--- config.mk ---
export PLATFORM = sky130hd
export DESIGN_NAME = seg7_scan_capture
export DESIGN_NICKNAME = d
export VERILOG_FILES = /design/src/rtl/seg7_pkg.sv /design/src/rtl/seg7_pattern_lookup.sv /design/src/rtl/seg7_scan_capture.sv
export SDC_FILE = /design/constraint.sdc
export NUM_CORES = 1
export LEC_CHECK = 0
export ABC_AREA = 1
export CAP_MARGIN = 20
export CORE_AREA = 2 2 80 82
export CTS_CLUSTER_SIZE = 20
export DETAILED_ROUTE_END_ITERATION = 8
export DIE_AREA = 0 0 82 84
export GPL_ROUTABILITY_DRIVEN = 0
export PLACE_DENSITY = 0.83
export SYNTH_ARGS = -nofsm -noshare
export SYNTH_HDL_FRONTEND = slang
export SYNTH_SLANG_ARGS = --single-unit
--- constraint.sdc ---
create_clock -name Clk -period 4.6 [get_ports Clk]
set_input_delay 0.46 -clock Clk [delete_from_list [all_inputs] [get_ports Clk]]
set_output_delay 0.46 -clock Clk [all_outputs]
set_load 0.1 [all_outputs]
--- src/rtl/seg7_pkg.sv ---
// Shared constants and types for the 7-segment capture path.
// Segment codes are active-low, written a..g from left to right.
package seg7_pkg;

  localparam logic [0:6] SEG_0    = 7'b0000001;
  localparam logic [0:6] SEG_1    = 7'b1001111;
  localparam logic [0:6] SEG_2    = 7'b0010010;
  localparam logic [0:6] SEG_3    = 7'b0000110;
  localparam logic [0:6] SEG_4    = 7'b1001100;
  localparam logic [0:6] SEG_5    = 7'b0100100;
  localparam logic [0:6] SEG_6    = 7'b0100000;
  localparam logic [0:6] SEG_7    = 7'b0001111;
  localparam logic [0:6] SEG_8    = 7'b0000000;
  localparam logic [0:6] SEG_9    = 7'b0000100;
  localparam logic [0:6] SEG_A    = 7'b0001000;
  localparam logic [0:6] SEG_B    = 7'b1100000;
  localparam logic [0:6] SEG_C    = 7'b0110001;
  localparam logic [0:6] SEG_D    = 7'b1000010;
  localparam logic [0:6] SEG_E    = 7'b0110000;
  localparam logic [0:6] SEG_F    = 7'b0111000;
  localparam logic [0:6] SEG_DASH = 7'b1111110;

  typedef enum logic [1:0] {
    HEX     = 2'b00,
    DASH    = 2'b01,
    INVALID = 2'b10
  } evt_kind_t;

endpackage

--- src/rtl/seg7_pattern_lookup.sv ---
// Combinational inverse of the hex-to-7-segment decode table.
// Nibble is 0 whenever the pattern is not a legal hex code.
module seg7_pattern_lookup
  import seg7_pkg::*;
(
  input  logic [0:6] seg,
  output evt_kind_t  kind,
  output logic [3:0] nibble
);

  always_comb begin
    kind   = HEX;
    nibble = 4'h0;
    case (seg)
      SEG_0:    nibble = 4'h0;
      SEG_1:    nibble = 4'h1;
      SEG_2:    nibble = 4'h2;
      SEG_3:    nibble = 4'h3;
      SEG_4:    nibble = 4'h4;
      SEG_5:    nibble = 4'h5;
      SEG_6:    nibble = 4'h6;
      SEG_7:    nibble = 4'h7;
      SEG_8:    nibble = 4'h8;
      SEG_9:    nibble = 4'h9;
      SEG_A:    nibble = 4'hA;
      SEG_B:    nibble = 4'hB;
      SEG_C:    nibble = 4'hC;
      SEG_D:    nibble = 4'hD;
      SEG_E:    nibble = 4'hE;
      SEG_F:    nibble = 4'hF;
      SEG_DASH: kind   = DASH;
      default:  kind   = INVALID;
    endcase
  end

endmodule

--- src/rtl/seg7_scan_capture.sv ---
// Recovers per-digit values from a multiplexed active-low 7-segment bus and
// emits a single-entry capture event once a digit has been stable long enough.
module seg7_scan_capture
  import seg7_pkg::*;
#(
  parameter int unsigned NUM_DIGITS    = 4,
  parameter int unsigned STABLE_CYCLES = 8
) (
  input  logic                          Clk,
  input  logic                          ResetN,
  input  logic [0:6]                    Seg,
  input  logic [NUM_DIGITS-1:0]         DigitSel,
  output logic [4*NUM_DIGITS-1:0]       Nibbles,
  output logic [NUM_DIGITS-1:0]         DigitValid,
  output logic                          EvtValid,
  input  logic                          EvtReady,
  output logic [$clog2(NUM_DIGITS)-1:0] EvtDigit,
  output logic [3:0]                    EvtNibble,
  output logic [1:0]                    EvtKind,
  output logic                          Overrun
);

  localparam int unsigned DigW = $clog2(NUM_DIGITS);
  localparam int unsigned CntW = $clog2(STABLE_CYCLES + 1);
  localparam logic [NUM_DIGITS-1:0] SelOne = {{(NUM_DIGITS-1){1'b0}}, 1'b1};

  logic [0:6]              seg_q, seg_prev_q;
  logic [NUM_DIGITS-1:0]   sel_q, sel_prev_q;
  logic [CntW-1:0]         cnt_q, cnt_d;
  logic                    armed_q, armed_d;
  logic [4*NUM_DIGITS-1:0] nibbles_q, nibbles_d;
  logic [NUM_DIGITS-1:0]   dvalid_q, dvalid_d;
  logic                    evt_valid_q, evt_valid_d;
  logic [DigW-1:0]         evt_digit_q, evt_digit_d;
  logic [3:0]              evt_nibble_q, evt_nibble_d;
  evt_kind_t               evt_kind_q, evt_kind_d;
  logic                    overrun_q, overrun_d;

  logic            changed, one_hot, capture;
  logic [DigW-1:0] sel_idx;
  evt_kind_t       lk_kind;
  logic [3:0]      lk_nibble;

  seg7_pattern_lookup u_lookup (
    .seg    (seg_q),
    .kind   (lk_kind),
    .nibble (lk_nibble)
  );

  assign changed = (seg_q != seg_prev_q) || (sel_q != sel_prev_q);
  assign one_hot = (sel_q != '0) && ((sel_q & (sel_q - SelOne)) == '0);

  always_comb begin
    sel_idx = '0;
    for (int unsigned i = 0; i < NUM_DIGITS; i++) begin
      if (sel_q[i]) sel_idx = DigW'(i);
    end
  end

  // Counter sits at 0 while blanked; a change always restarts at 1 and re-arms.
  always_comb begin
    cnt_d   = cnt_q;
    armed_d = armed_q;
    if (changed) armed_d = 1'b1;
    if (!one_hot) begin
      cnt_d = '0;
    end else if (changed) begin
      cnt_d = CntW'(1);
    end else if (cnt_q < CntW'(STABLE_CYCLES)) begin
      cnt_d = cnt_q + CntW'(1);
    end
    capture = one_hot && armed_q && (cnt_d == CntW'(STABLE_CYCLES));
    if (capture) armed_d = 1'b0;
  end

  always_comb begin
    nibbles_d    = nibbles_q;
    dvalid_d     = dvalid_q;
    evt_valid_d  = evt_valid_q;
    evt_digit_d  = evt_digit_q;
    evt_nibble_d = evt_nibble_q;
    evt_kind_d   = evt_kind_q;
    overrun_d    = overrun_q;

    for (int unsigned i = 0; i < NUM_DIGITS; i++) begin
      if (capture && sel_q[i]) begin
        dvalid_d[i] = (lk_kind == HEX);
        if (lk_kind == HEX) nibbles_d[4*i +: 4] = lk_nibble;
      end
    end

    // Single-entry event slot: a pop and a push in the same cycle lose nothing.
    if (capture) begin
      if (!evt_valid_q || EvtReady) begin
        evt_valid_d  = 1'b1;
        evt_digit_d  = sel_idx;
        evt_nibble_d = (lk_kind == HEX) ? lk_nibble : 4'h0;
        evt_kind_d   = lk_kind;
      end else begin
        overrun_d = 1'b1;
      end
    end else if (evt_valid_q && EvtReady) begin
      evt_valid_d = 1'b0;
    end
  end

  always_ff @(posedge Clk) begin
    if (!ResetN) begin
      seg_q        <= '0;
      sel_q        <= '0;
      seg_prev_q   <= '0;
      sel_prev_q   <= '0;
      cnt_q        <= '0;
      armed_q      <= 1'b0;
      nibbles_q    <= '0;
      dvalid_q     <= '0;
      evt_valid_q  <= 1'b0;
      evt_digit_q  <= '0;
      evt_nibble_q <= '0;
      evt_kind_q   <= HEX;
      overrun_q    <= 1'b0;
    end else begin
      seg_q        <= Seg;
      sel_q        <= DigitSel;
      seg_prev_q   <= seg_q;
      sel_prev_q   <= sel_q;
      cnt_q        <= cnt_d;
      armed_q      <= armed_d;
      nibbles_q    <= nibbles_d;
      dvalid_q     <= dvalid_d;
      evt_valid_q  <= evt_valid_d;
      evt_digit_q  <= evt_digit_d;
      evt_nibble_q <= evt_nibble_d;
      evt_kind_q   <= evt_kind_d;
      overrun_q    <= overrun_d;
    end
  end

  assign Nibbles    = nibbles_q;
  assign DigitValid = dvalid_q;
  assign EvtValid   = evt_valid_q;
  assign EvtDigit   = evt_digit_q;
  assign EvtNibble  = evt_nibble_q;
  assign EvtKind    = evt_kind_q;
  assign Overrun    = overrun_q;

endmodule

==> results by stage, run 1 <==
Worst setup path:
- The critical path in this run is classified as flop to flop.
- The worst setup path is launched from a flop.
- Along the worst path, the maximum fanout reaches 21.
- On the critical path, the stage with the largest delay is an instance of nand2_1.
- On the worst path, the slowest cell contributes a delay of 530 ps.
- The sort of element at the end of the critical path is a flop.
- STA puts the critical path data arrival time at 2680 ps.
- The critical path goes through inv_2 > nor3_1 > nand2_1 > nand4_1 > nor2_1 > nand2_1 > nand4_2 > nand2_1 > nand2_1 > nor2_1.
- The dominant cell type by count on the critical path is nand2_1.
- Data on the critical path is required at its endpoint by 4870 ps.

CTS:
- The later pin in the worst-skew pair is clocked with a latency of 340 ps.
- The cts-stage hold buffer count is 0.
- The root cell of the clock tree is clkbuf_8.
- No sink is reached through more buffers than the 2 on the longest clock path.
- The count of H-tree levels built during CTS is 3.
- The number of buffers inserted during clock tree synthesis is 9.
- After clock tree synthesis, the repair step resized 0 gates.
- The number of sinks on the clock net is 57.
- The number of setup buffers added after CTS is 0.
- The CTS tree is built.
- The clock transition at the registers of the reported paths is 60 ps.

Synthesis:
- The count of different cell masters after synthesis is 31.
- The number of synthesized register bits is 57.
- The number of enable flip-flop cells after synthesis is 0.
- For this run, asynchronously set or reset flops after synthesis account for 0.
- The proportion of synthesized chip area in sequential cells is 0.389.
- Synthesis produced 451 cells.
- The number of nets handed over by synthesis was 466.
- The synthesis warning total is 0.
- The most used flip-flop cell after synthesis is dfxtp_1.
- The post-synthesis instance area is 0.00294 sq mm.
- Each instance of the synthesized netlist takes up on average 6.51 sq um.

Placed design:
- The half-perimeter wire length after detailed placement is 4.72 mm.
- The standard cell area after detailed placement is 0.00337 sq mm.
- The number of port buffers is 43.

STA:
- The count of pins over their slew limit is 0.
- The worst path needs 2410 ps of the cycle, external delays included.
- Dividing the final minimum period by the clock period gives 0.524.
- The count of endpoints failing hold in the final timing report is 0.
- Setup total negative slack on the finished layout was measured at 0 ps.
- The actual transition at the worst max-transition pin is 977 ps.
- The setup skew after layout is 6.97 ps.
- Setup repair after global routing left no endpoint under its margin.
- Based on the critical path, the design can be clocked at up to 415 MHz.
- The number of setup violations in the final report is 0.
- The headroom to the max-slew limit is 0.347.

Hold path:
- In this run the worst hold path is classified as flop to flop.

Cells and area:
- The area growth from synthesis to layout is 22.3%.
- After routing the design area is 0.00359 sq mm.
- The library cells used most frequently in the layout, excluding fill and tap cells, are nand2_1, inv_1, dfxtp_1.
- The fraction of layout instances using a drive strength above 1 is 0.0855.
- For this run, the post-layout net count is 503.
- Leaving out fill and tap cells, the most frequent cell in the layout is nand2_1.
- The repair_antennas step left the layout with diodes totalling 0.
- At the end of the flow the core is filled with cells to 0.589.
- The fill cell instance count of the final layout is 554.

Floorplan:
- The die width is 82 um.
- The die covers 0.00689 sq mm.
- After floorplanning, the core was divided into 29 placement rows.
- The initial cell density of the core is 0.482.
- 44 I/O pins were placed.
- After floorplanning, the core was sized to cover 0.00610 sq mm.
- Measured along the y axis, the die boundary spans 84 um.

Power:
- The proportion of total power due to net switching is 0.244.
- The relative contribution of sequential cells to total power is 0.455.
- The proportion of power drawn by combinational gates is 0.095.
- The worst IR drop on VDD is 270 uV.
- The internal power of the cells totals 867 uW.
- The share of total power dissipated in the clock network is 0.451.
- For this design the total switching power over the nets is 280 uW.
- The power density relative to cell area is 319 mW/mm^2.
- The leakage power summed over all cells is 0.00176 uW.

Global route:
- The global routing usage summed across all routing layers is 0.219.
- The first global-routing pass estimated 11.7 mm of wire.
- The largest net degree at the start of global routing is 37.
- The number of global-route vias before repair was 2724.
- The initial antenna violation count is 0.
- The remaining global-route overflow is 0.

Routing:
- Dividing the detail-routed via count by the number of cells gives 4.95.
- The overall routed net length is 6.73 mm.
- The first TritonRoute pass finished after 4 iterations.
- Once detail routing completed, the nets flagged for antenna violations numbered 0.
- In the routed design, unresolved DRC markers number 0.
- The detailed router placed 2810 vias in this run.
- The initial detailed-routing violation count is 158.
- The average wire length per cell after detail routing is 11.8 um.

Job:
- Max-cap violations in this run came to 0.

Outcome:
- The flow ran to the end, and the final reports show no timing, DRC or antenna violations.
-- flip-flops by register name (all words and copies together) (netlist names) --
name	cells
DigitValid	4
EvtDigit	2
EvtKind	2
EvtNibble	4
EvtValid	1
Nibbles	16
Overrun	1
armed_q	1
cnt_q	4
seg_prev_q	7
seg_q	7
sel_prev_q	4
sel_q	4
-- final cells by class --
type                       count  area [sq um]  area share
inverter                      91           342      0.0951
clock inverter                 3          65.1      0.0181
clock buffer                  11           151      0.0422
timing repair buffer          44           438       0.122
multi-input combinational    285          1360       0.378
tap                           77          96.3      0.0268
sequential                    57          1140       0.318
-- logic make-up (layout without fill, tap and decap cells) --
family / after synthesis / count (layout) / synth area share
simple gates: 262 / 262 / 0.412
buf+inv: 109 / 149 / 0.149
flops: 57 / 57 / 0.389
compound gates: 18 / 18 / 0.0341
xor+xnor: 4 / 4 / 0.0119
fa+ha+maj: 1 / 1 / 0.00426
-- power by group through the flow --
stage               clock network (uW)  logic, uW  registers, uW
finish                             517        108            522
detailed placement                   0        107            532
floorplan                            0       92.9            520
global route                       548        122            523
global placement                     0        104            531
CTS                                522        108            521
-- path summary, 6_finish.rpt --
| path | depth (start not counted) | from | slack [ps] | endpoint |
|---|---|---|---|---|
| worst min-delay path | 1 | Overrun$_SDFFE_PN0P_ | 480 | Overrun$_SDFFE_PN0P_ |
| worst max register to register | 10 | seg_q[1]$_SDFF_PN0_ | 2190 | Nibbles[11]$_SDFFE_PN0P_ |
| worst max-delay path | 10 | seg_q[1]$_SDFF_PN0_ | 2190 | Nibbles[11]$_SDFFE_PN0P_ |
| worst min register to register | 1 | Overrun$_SDFFE_PN0P_ | 480 | Overrun$_SDFFE_PN0P_ |
-- Yosys cell counts (2+ instances only) --
cell type | count | share of area
o21ai_0 | 4 | 0.0068
dfxtp_1 | 57 | 0.39
buf_2 | 8 | 0.014
buf_6 | 2 | 0.0077
nand2_4 | 2 | 0.0077
xnor2_1 | 3 | 0.0089
o211ai_1 | 2 | 0.0051
nor2_1 | 55 | 0.070
nor4_1 | 3 | 0.0064
nand4_1 | 27 | 0.058
nor2_4 | 2 | 0.0077
clkbuf_1 | 7 | 0.0089
nand2_1 | 139 | 0.18
nand3_1 | 14 | 0.024
nand3_2 | 2 | 0.0068
inv_2 | 11 | 0.014
nand4_2 | 4 | 0.017
nand3b_1 | 2 | 0.0051
a21oi_1 | 9 | 0.015
nor3_1 | 5 | 0.0085
nor2_2 | 4 | 0.0085
inv_1 | 80 | 0.10
-- routing by layer --
metal  track usage  share of wire  vias up
li1              -              -     1444
met1         0.272           0.43     1243
met2         0.344           0.47      104
met3        0.0617          0.069       19
met4         0.102          0.029        0
met5             0              0        -
-- critical path: cells and delay by family, from the launching register on --
family	cells	cell delay [ps]
AND/OR/NAND/NOR	9	1720
flip-flops	1	520
buffers and inverters	1	100
-- per-stage QoR --
step / std cells / power (uW) / setup WS (ps) / hold slack, ps
floorplan: 451 / 612 / 2810 / 481
global placement: 554 / 635 / 2330 / 455
detailed placement: 554 / 639 / 2260 / 472
CTS: 568 / 1150 / 2240 / 487
global route: 568 / 1190 / 1990 / 506
finish: 568 / 1150 / 2190 / 481
Note: power is estimated with default switching activity, not from simulation.
==> run 2: changes to the inputs <==
--- a/config.mk
+++ b/config.mk
@@ -7,12 +7,12 @@
 export LEC_CHECK = 0
 export ABC_AREA = 1
 export CAP_MARGIN = 20
-export CORE_AREA = 2 2 80 82
+export CORE_AREA = 2 2 81 83
 export CTS_CLUSTER_SIZE = 20
 export DETAILED_ROUTE_END_ITERATION = 8
-export DIE_AREA = 0 0 82 84
+export DIE_AREA = 0 0 83 85
 export GPL_ROUTABILITY_DRIVEN = 0
-export PLACE_DENSITY = 0.83
+export PLACE_DENSITY = 0.84
 export SYNTH_ARGS = -nofsm -noshare
 export SYNTH_HDL_FRONTEND = slang
 export SYNTH_SLANG_ARGS = --single-unit
==> constraint.sdc (replaced) <==
create_clock -name Clk -period 2.2 [get_ports Clk]
set_input_delay 0.22 -clock Clk [delete_from_list [all_inputs] [get_ports Clk]]
set_output_delay 0.22 -clock Clk [all_outputs]
set_load 0.1 [all_outputs]
==> run 2 against run 1 <==
Net effect:
- via count up 3.1%
- clock skew is 0.81 ps lower
- clock power is 95% higher
- core utilization is 0.95 points lower
- register-to-register slack got worse by 2000 ps
- critical endpoint is now DigitValid[3]$_SDFFE_PN0P_
- highest routed layer unchanged
==> results by stage, run 2 (synthesis gave the netlist of run 1 again) <==
STA:
- The post-route setup TNS was 0 ps (unchanged).
- Setup repair after global routing could not meet its margin everywhere.
- The upper clock frequency limit is 489 MHz (+18%).
- The actual transition at the worst max-transition pin is 594 ps (-383 ps).
- The setup skew after layout came to 6.16 ps (-0.815 ps).
- The count of pins over their slew limit is 0 (unchanged).
- The headroom to the max-slew limit was 0.601 (+0.254).
- The clock period minus worst slack is 2050 ps (-365 ps).
- The number of setup violations in the final report was 0 (unchanged).
- The slack of the critical path is 154 ps (-2030 ps).
- The smallest hold slack is 398 ps (-83.4 ps).
- The share of the clock period used by the worst path after layout is 0.930 (+0.406).
- The count of endpoints failing hold in the final timing report is 0 (unchanged).

CTS:
- The clock insertion delay at the later pin of the skew report is 350 ps (about the same).
- The number of buffers inserted during clock tree synthesis is 9 (unchanged).
- The cts-stage hold buffer count was 0 (unchanged).
- The maximum count of clock buffers along a single path is 2 (unchanged).
- In this run the clock root is driven by a clkbuf_8.
- The clock transition at the registers of the reported paths is 60 ps (about the same).
- The number of sinks on the clock net is 57 (unchanged).
- The count of H-tree levels built during CTS is 3 (unchanged).
- TritonCTS built the clock tree.

Placed design:
- The standard cell area after detailed placement is 0.00336 sq mm (-0.45%).
- The setup slack after placement came to 154 ps (-2100 ps).
- The half-perimeter wire length after detailed placement is 4.85 mm (+2.7%).
- The total instance count after detailed placement came to 562 (+1.4%).
- The number of port buffers is 43 (unchanged).

Power:
- The leakage power summed over all cells is 0.00186 uW (+5.7%).
- The power density relative to cell area is 651 mW/mm^2 (+100%).
- The worst IR drop on VDD is 487 uV (+81%).

Worst setup path:
- The data required time at the worst endpoint was 2410 ps (-2460 ps).
- The sort of element at the end of the critical path is a flop.
- The worst setup path is of the flop to flop kind.
- The category of the worst setup path launch point is a flop.
- The data arrival at the endpoint of the critical path is 2250 ps (-430 ps).
- The maximum fanout count along the critical path is 6 (-71%).

Floorplan:
- The height of the die was 85 um (+1.2%).
- The initial cell density of the core came to 0.473 (-0.00845).
- The area enclosed by the die boundary came to 0.00706 sq mm (+2.4%).
- The number of placed I/O pins is 44 (unchanged).
- The count of standard-cell rows is 29 (unchanged).
- The area of the core is 0.00620 sq mm (+1.8%).
- The die width is 83 um (+1.2%).

Global route:
- The remaining global-route overflow is 0 (unchanged).
- The first-pass GRT wire length is 11.3 mm (-3.1%).
- The initial antenna violation count is 0 (unchanged).
- The number of global-route vias before repair came to 2603 (-4.4%).
- The global routing usage summed across all routing layers is 0.198 (-0.0213).
- The largest net degree at the start of global routing is 36 (-2.7%).

Routing:
- The met1 layer wirelength in the final routing is 2.77 mm (-4.2%).
- The number of detailed-routing iterations run before antenna repair was 5 (+1).
- The wire length on met2 is 3.26 mm (+2.7%).
- The mean number of vias per cell is 5.00 (+1.1%).
- The average wire length per cell after detail routing is 11.7 um (-1.2%).
- The overall routed net length came to 6.78 mm (+0.67%).
- The via count is 2896 (+3.1%).
- The post-route antenna net violation count is 0 (unchanged).
- The topmost layer with routed signal wires is met4.
- The post-route DRC violation count is 0 (unchanged).
- The detailed route wirelength on metal3 came to 496 um (+6.7%).
- The initial detailed-routing violation count is 163 (+3.2%).

Cells and area:
- The filler-free cell count of the finished design is 579 (+1.9%).
- The synthesis-to-layout area growth is 22.5%.
- The fraction of layout instances using a drive strength above 1 was 0.173 (+0.0878).
- The flip-flop count of the largest register, all copies and words added is 16 (unchanged).
- The number of nets in the layout is 512 (+1.8%).
- The total inserted antenna cells is 0 (unchanged).
- The final standard cell area without fillers is 0.00360 sq mm (+0.14%).
- Leaving out fill and tap cells, the most frequent cells in the layout are nand2_1, inv_1, nor2_1.
- Leaving out fill and tap cells, the most frequent cell in the layout is nand2_1.

Job:
- The number of max-cap violations is 0 (unchanged).

Hold path:
- The type of the tightest min-delay check is primary input to flop.

Outcome:
- The flow ran to the end, and the final reports show no timing, DRC or antenna violations.
[run 2: worst max-delay path, cell delays in order (launching register included)]
cell and delay, ps:
dfxtp_1 480, xnor2_1 160, nand3_1 150, nor2_2 210, nand4_1 160, nor2_4 250, nand2_1 190, o21ai_0 200
a21oi_1 100
[run 2: stage by stage]
step                utilization  power (uW)
floorplan                     -        1280
global placement          0.541        1340
detailed placement        0.541        1350
CTS                       0.575        2350
global route              0.580        2420
finish                    0.580        2340
[run 2: final timing paths]
| check | from | to | slack [ps] | cells past startpoint |
|---|---|---|---|---|
| worst max-delay path | sel_q[3]$_SDFF_PN0_ | DigitValid[3]$_SDFFE_PN0P_ | 150 | 8 |
| worst max register to register | sel_q[3]$_SDFF_PN0_ | DigitValid[3]$_SDFFE_PN0P_ | 150 | 8 |
| worst min register to register | seg_q[6]$_SDFF_PN0_ | seg_prev_q[6]$_SDFF_PN0_ | 480 | 2 |
| worst min-delay path | Seg[3] | seg_q[3]$_SDFF_PN0_ | 400 | 3 |
[run 2: layout make-up]
type                            count  area (sq um)
Multi-Input combinational cell    285          1360
Timing Repair Buffer               53           443
Tap cell                           77          96.3
Clock inverter                      4          51.3
Sequential cell                    57          1150
Fill cell                         559          2610
Inverter                           91           342
Clock buffer                       12           155
[run 2: routing by layer]
metal / vias up / global-route usage
met2: 126 / 0.348
met3: 31 / 0.0321
met5: - / 0
met1: 1267 / 0.231
met4: 0 / 0.104
li1: 1472 / -
[run 2: where the power goes]
part	total (uW)	leakage, uW	switching, uW	internal [uW]
sequential	1090	0.000465	30.4	1060
clock	1010	0.000103	421	584
combinational	249	0.00130	161	88.6
total	2340	0.00186	612	1730
[run 2: timing repair]
| action | in CTS | in global routing |
|---|---|---|
| gates resized for setup | 0 | 5 |
| endpoints found under the setup margin | 0 | 29 |
| buffers inserted | 0 | 1 |
==> run 3: changes to the inputs <==
--- a/config.mk
+++ b/config.mk
@@ -12,7 +12,8 @@
 export DETAILED_ROUTE_END_ITERATION = 8
 export DIE_AREA = 0 0 83 85
 export GPL_ROUTABILITY_DRIVEN = 0
-export PLACE_DENSITY = 0.84
+export PLACE_DENSITY = 0.83
 export SYNTH_ARGS = -nofsm -noshare
 export SYNTH_HDL_FRONTEND = slang
+export SYNTH_HIERARCHICAL = 1
 export SYNTH_SLANG_ARGS = --single-unit
==> run 3 against run 2 <==
Net effect:
- wire length shrank 4.4%
- sequential cell count is the same
- clock skew grew 12 ps
- synthesized cell count fell by 6.4%
- clock-buffer cell count down 3
- sequential share of layout area up 0.55 points
- synthesized area down 1.9%
- combinational power increased by 2%
- critical path type unchanged
- largest cell class unchanged
- largest power group unchanged
==> results by stage, run 3 <==
Worst setup path:
- By startpoint and endpoint, the worst setup path is classified as flop to flop.
- The data required time at the worst endpoint is 2430 ps (+20 ps).
- The most critical setup path has its startpoint at seg_q[0]$_SDFF_PN0_.
- STA classifies the critical path endpoint as a flop.
- The depth of the worst register-to-register path is 13 (+5).
- The end of the worst register-to-register path is Nibbles[1]$_SDFFE_PN0P_.
- The flop-to-flop setup slack is 240 ps (+90 ps).
- The worst register-to-register path begins at seg_q[0]$_SDFF_PN0_.
- The worst setup path is launched from a flop.
- The data arrival at the endpoint of the critical path is 2190 ps (-60 ps).
- The maximum fanout count along the critical path was 8 (+2).

Routing:
- The mean number of vias per cell is 4.87 (-2.6%).
- The average wire length per cell after detail routing is 11.6 um (-0.83%).
- The post-route antenna net violation count is 0 (unchanged).
- The number of detailed-routing iterations run before antenna repair is 5 (unchanged).
- The via count is 2719 (-6.1%).
- The post-route DRC violation count is 0 (unchanged).
- The initial detailed-routing violation count is 239 (+47%).
- The overall routed net length is 6.48 mm (-4.4%).

Floorplan:
- The height of the die is 85 um (unchanged).
- The number of placed I/O pins came to 44 (unchanged).
- The area of the core came to 0.00620 sq mm (unchanged).
- The die width came to 83 um (unchanged).
- The count of standard-cell rows is 29 (unchanged).
- The area enclosed by the die boundary is 0.00706 sq mm (unchanged).
- The initial cell density of the core is 0.464 (-0.00907).

CTS:
- The tree is rooted in a clkbuf_8.
- The clock transition at the registers of the reported paths came to 80 ps (+20 ps).
- The clock insertion delay at the later pin of the skew report is 350 ps (about the same).
- The number of sinks on the clock net is 57 (unchanged).
- The cts-stage hold buffer count is 0 (unchanged).
- The count of H-tree levels built during CTS came to 3 (unchanged).
- The number of buffers inserted during clock tree synthesis is 9 (unchanged).
- The CTS tree is built.
- The maximum count of clock buffers along a single path came to 2 (unchanged).

Global route:
- The largest net degree at the start of global routing is 25 (-31%).
- The number of global-route vias before repair is 2453 (-5.8%).
- The initial antenna violation count is 0 (unchanged).
- The global routing usage summed across all routing layers is 0.187 (-0.0109).
- The remaining global-route overflow is 0 (unchanged).
- The first-pass GRT wire length is 10.5 mm (-7.6%).

Synthesis:
- The post-synthesis instance area is 0.00288 sq mm (-1.9%).
- The average footprint of a synthesized cell is 6.83 sq um (+4.8%).
- dfxtp_1 takes more of the synthesized area than any other cell.
- The count of different cell masters after synthesis was 29 (-6.5%).
- The number of enable flip-flop cells after synthesis is 0 (unchanged).
- The proportion of synthesized chip area in sequential cells is 0.396 (+0.00760).
- Sorting the synthesized cells by area gives the leading types as dfxtp_1, nand2_1, nor2_1.
- The proportion of synthesized flip-flops having asynchronous set or reset came to 0 (unchanged).
- The number of instances in the synthesized netlist was 422 (-6.4%).
- In the synthesized netlist, the cells that appear most often are nand2_1, nor2_1, inv_1, dfxtp_1, nand4_1.
- The most used flip-flop cell after synthesis is dfxtp_1.
- The area share of the largest cell type after synthesis is 0.396 (+0.00760).
- The number of synthesized register bits is 57 (unchanged).
- The most frequent cell after synthesis is nand2_1.
- The synthesis warning total is 6 (+6).
- The number of nets in the synthesized netlist is 437 (-6.2%).

Placed design:
- The number of port buffers is 43 (unchanged).
- The half-perimeter wire length after detailed placement is 4.49 mm (-7.2%).
- The total instance count after detailed placement is 537 (-4.4%).

Cells and area:
- The post-layout utilization of the core was 0.567 (-0.0123).
- The total inserted antenna cells is 0 (unchanged).
- The fraction of layout instances using a drive strength above 1 is 0.235 (+0.0616).
- In the layout the commonest cells are nand2_1, nor2_1, inv_1.
- The number of nets in the layout is 491 (-4.1%).
- The flip-flop count of the largest register, all copies and words added is 16 (unchanged).
- The synthesis-to-layout area growth is 22.2%.
- The filler-free cell count of the finished design is 558 (-3.6%).
- Leaving out fill and tap cells, the most frequent cell in the layout is nand2_1.

Hold path:
- The worst hold path begins at ResetN.
- In this run the worst hold path is classified as primary input to flop.
- The worst hold path depth is 3 (unchanged).
- The path with the worst hold slack has its endpoint at Nibbles[15]$_SDFFE_PN0P_.

STA:
- The number of setup violations in the final report is 0 (unchanged).
- The smallest hold slack is 265 ps (-133 ps).
- Setup repair after global routing left no endpoint under its margin.
- The share of the clock period used by the worst path after layout is 0.890 (-0.0402).
- The actual transition at the worst max-transition pin is 407 ps (-186 ps).
- The count of endpoints failing hold in the final timing report is 0 (unchanged).
- The headroom to the max-slew limit came to 0.726 (+0.126).
- The count of pins over their slew limit came to 0 (unchanged).
- The clock period minus worst slack is 1960 ps (-88.5 ps).
- The post-route setup TNS is 0 ps (unchanged).
- The upper clock frequency limit came to 511 MHz (+4.5%).
- The setup skew after layout came to 18.2 ps (+12.0 ps).

Power:
- The worst IR drop on VDD is 418 uV (-14%).
- The power density relative to cell area is 654 mW/mm^2 (+0.48%).
- The leakage power summed over all cells is 0.00174 uW (-6.8%).

Job:
- The number of max-cap violations is 0 (unchanged).

Outcome:
- The run finished with clean final reports.
[run 3: worst max-delay path: stages (launching register included)]
cell     delay (ps)
dfxtp_1         480
inv_2           110
nand2_4          90
nor2_4           50
nand2_2          80
nand2_1          50
nor2_1          120
nand2_2          80
nor2_2          140
nor2_1           70
inv_1           270
nor2_2          130
nor2_1          120
nor2_1           60
[run 3: layout make-up]
cell class	count	area [sq um]
Sequential cell	57	1140
Clock buffer	9	124
Clock inverter	7	70.1
Fill cell	578	2690
Multi-Input combinational cell	277	1360
Tap cell	77	96.3
Inverter	74	278
Timing Repair Buffer	57	455
[run 3: worst max-delay path by stage]
stage                                     end  slack [ps]  cells past startpoint
floorplan             EvtKind[0]$_SDFFE_PN0P_         460                      8
global placement    EvtNibble[2]$_SDFFE_PN0P_         120                     11
detailed placement   EvtDigit[1]$_SDFFE_PN0P_          30                     11
CTS                  EvtDigit[1]$_SDFFE_PN0P_          20                     11
global route          Nibbles[1]$_SDFFE_PN0P_          40                     12
finish                Nibbles[1]$_SDFFE_PN0P_         240                     13
[run 3: timing repair]
item | 4_1_cts | 5_1_grt
buffers inserted | 0 | 4
gates resized for setup | 0 | 3
endpoints found under the hold margin | 0 | 0
endpoints found under the setup margin | 0 | 23
[run 3: layer usage]
metal  GRT usage  up-vias  share of wire
li1            -     1373              -
met1       0.215     1203           0.41
met2       0.308      119           0.48
met3      0.0623       24          0.082
met4       0.101        0          0.027
met5           0        -              0
[run 3: cells by family after synthesis]
| kind of cell | synth area share |
|---|---|
| and+or+nand+nor | 0.394 |
| buffers and inverters | 0.139 |
| adders and majority gates | 0.00434 |
| xor gates and xnor gates | 0.0243 |
| AOI/OAI and AO/OA | 0.0421 |
| DFF | 0.396 |
[run 3: report_power, final]
part	leakage (uW)	total [uW]	switching [uW]	internal (uW)
registers	0.000464	1080	25.6	1050
logic	0.00117	253	163	90.0
clock network	0.0000994	968	447	522
total	0.00174	2300	636	1670
[run 3: metrics by stage]
| step | setup slack [ps] | area (sq um) | power, uW |
|---|---|---|---|
| final | 242 | 3520 | 2300 |
| after global routing | 44.8 | 3520 | 2390 |
| after global placement | 116 | 3280 | 1340 |
| after detailed placement | 33.5 | 3280 | 1350 |
| after CTS | 19.0 | 3470 | 2310 |
| after floorplan | 458 | 2880 | 1270 |
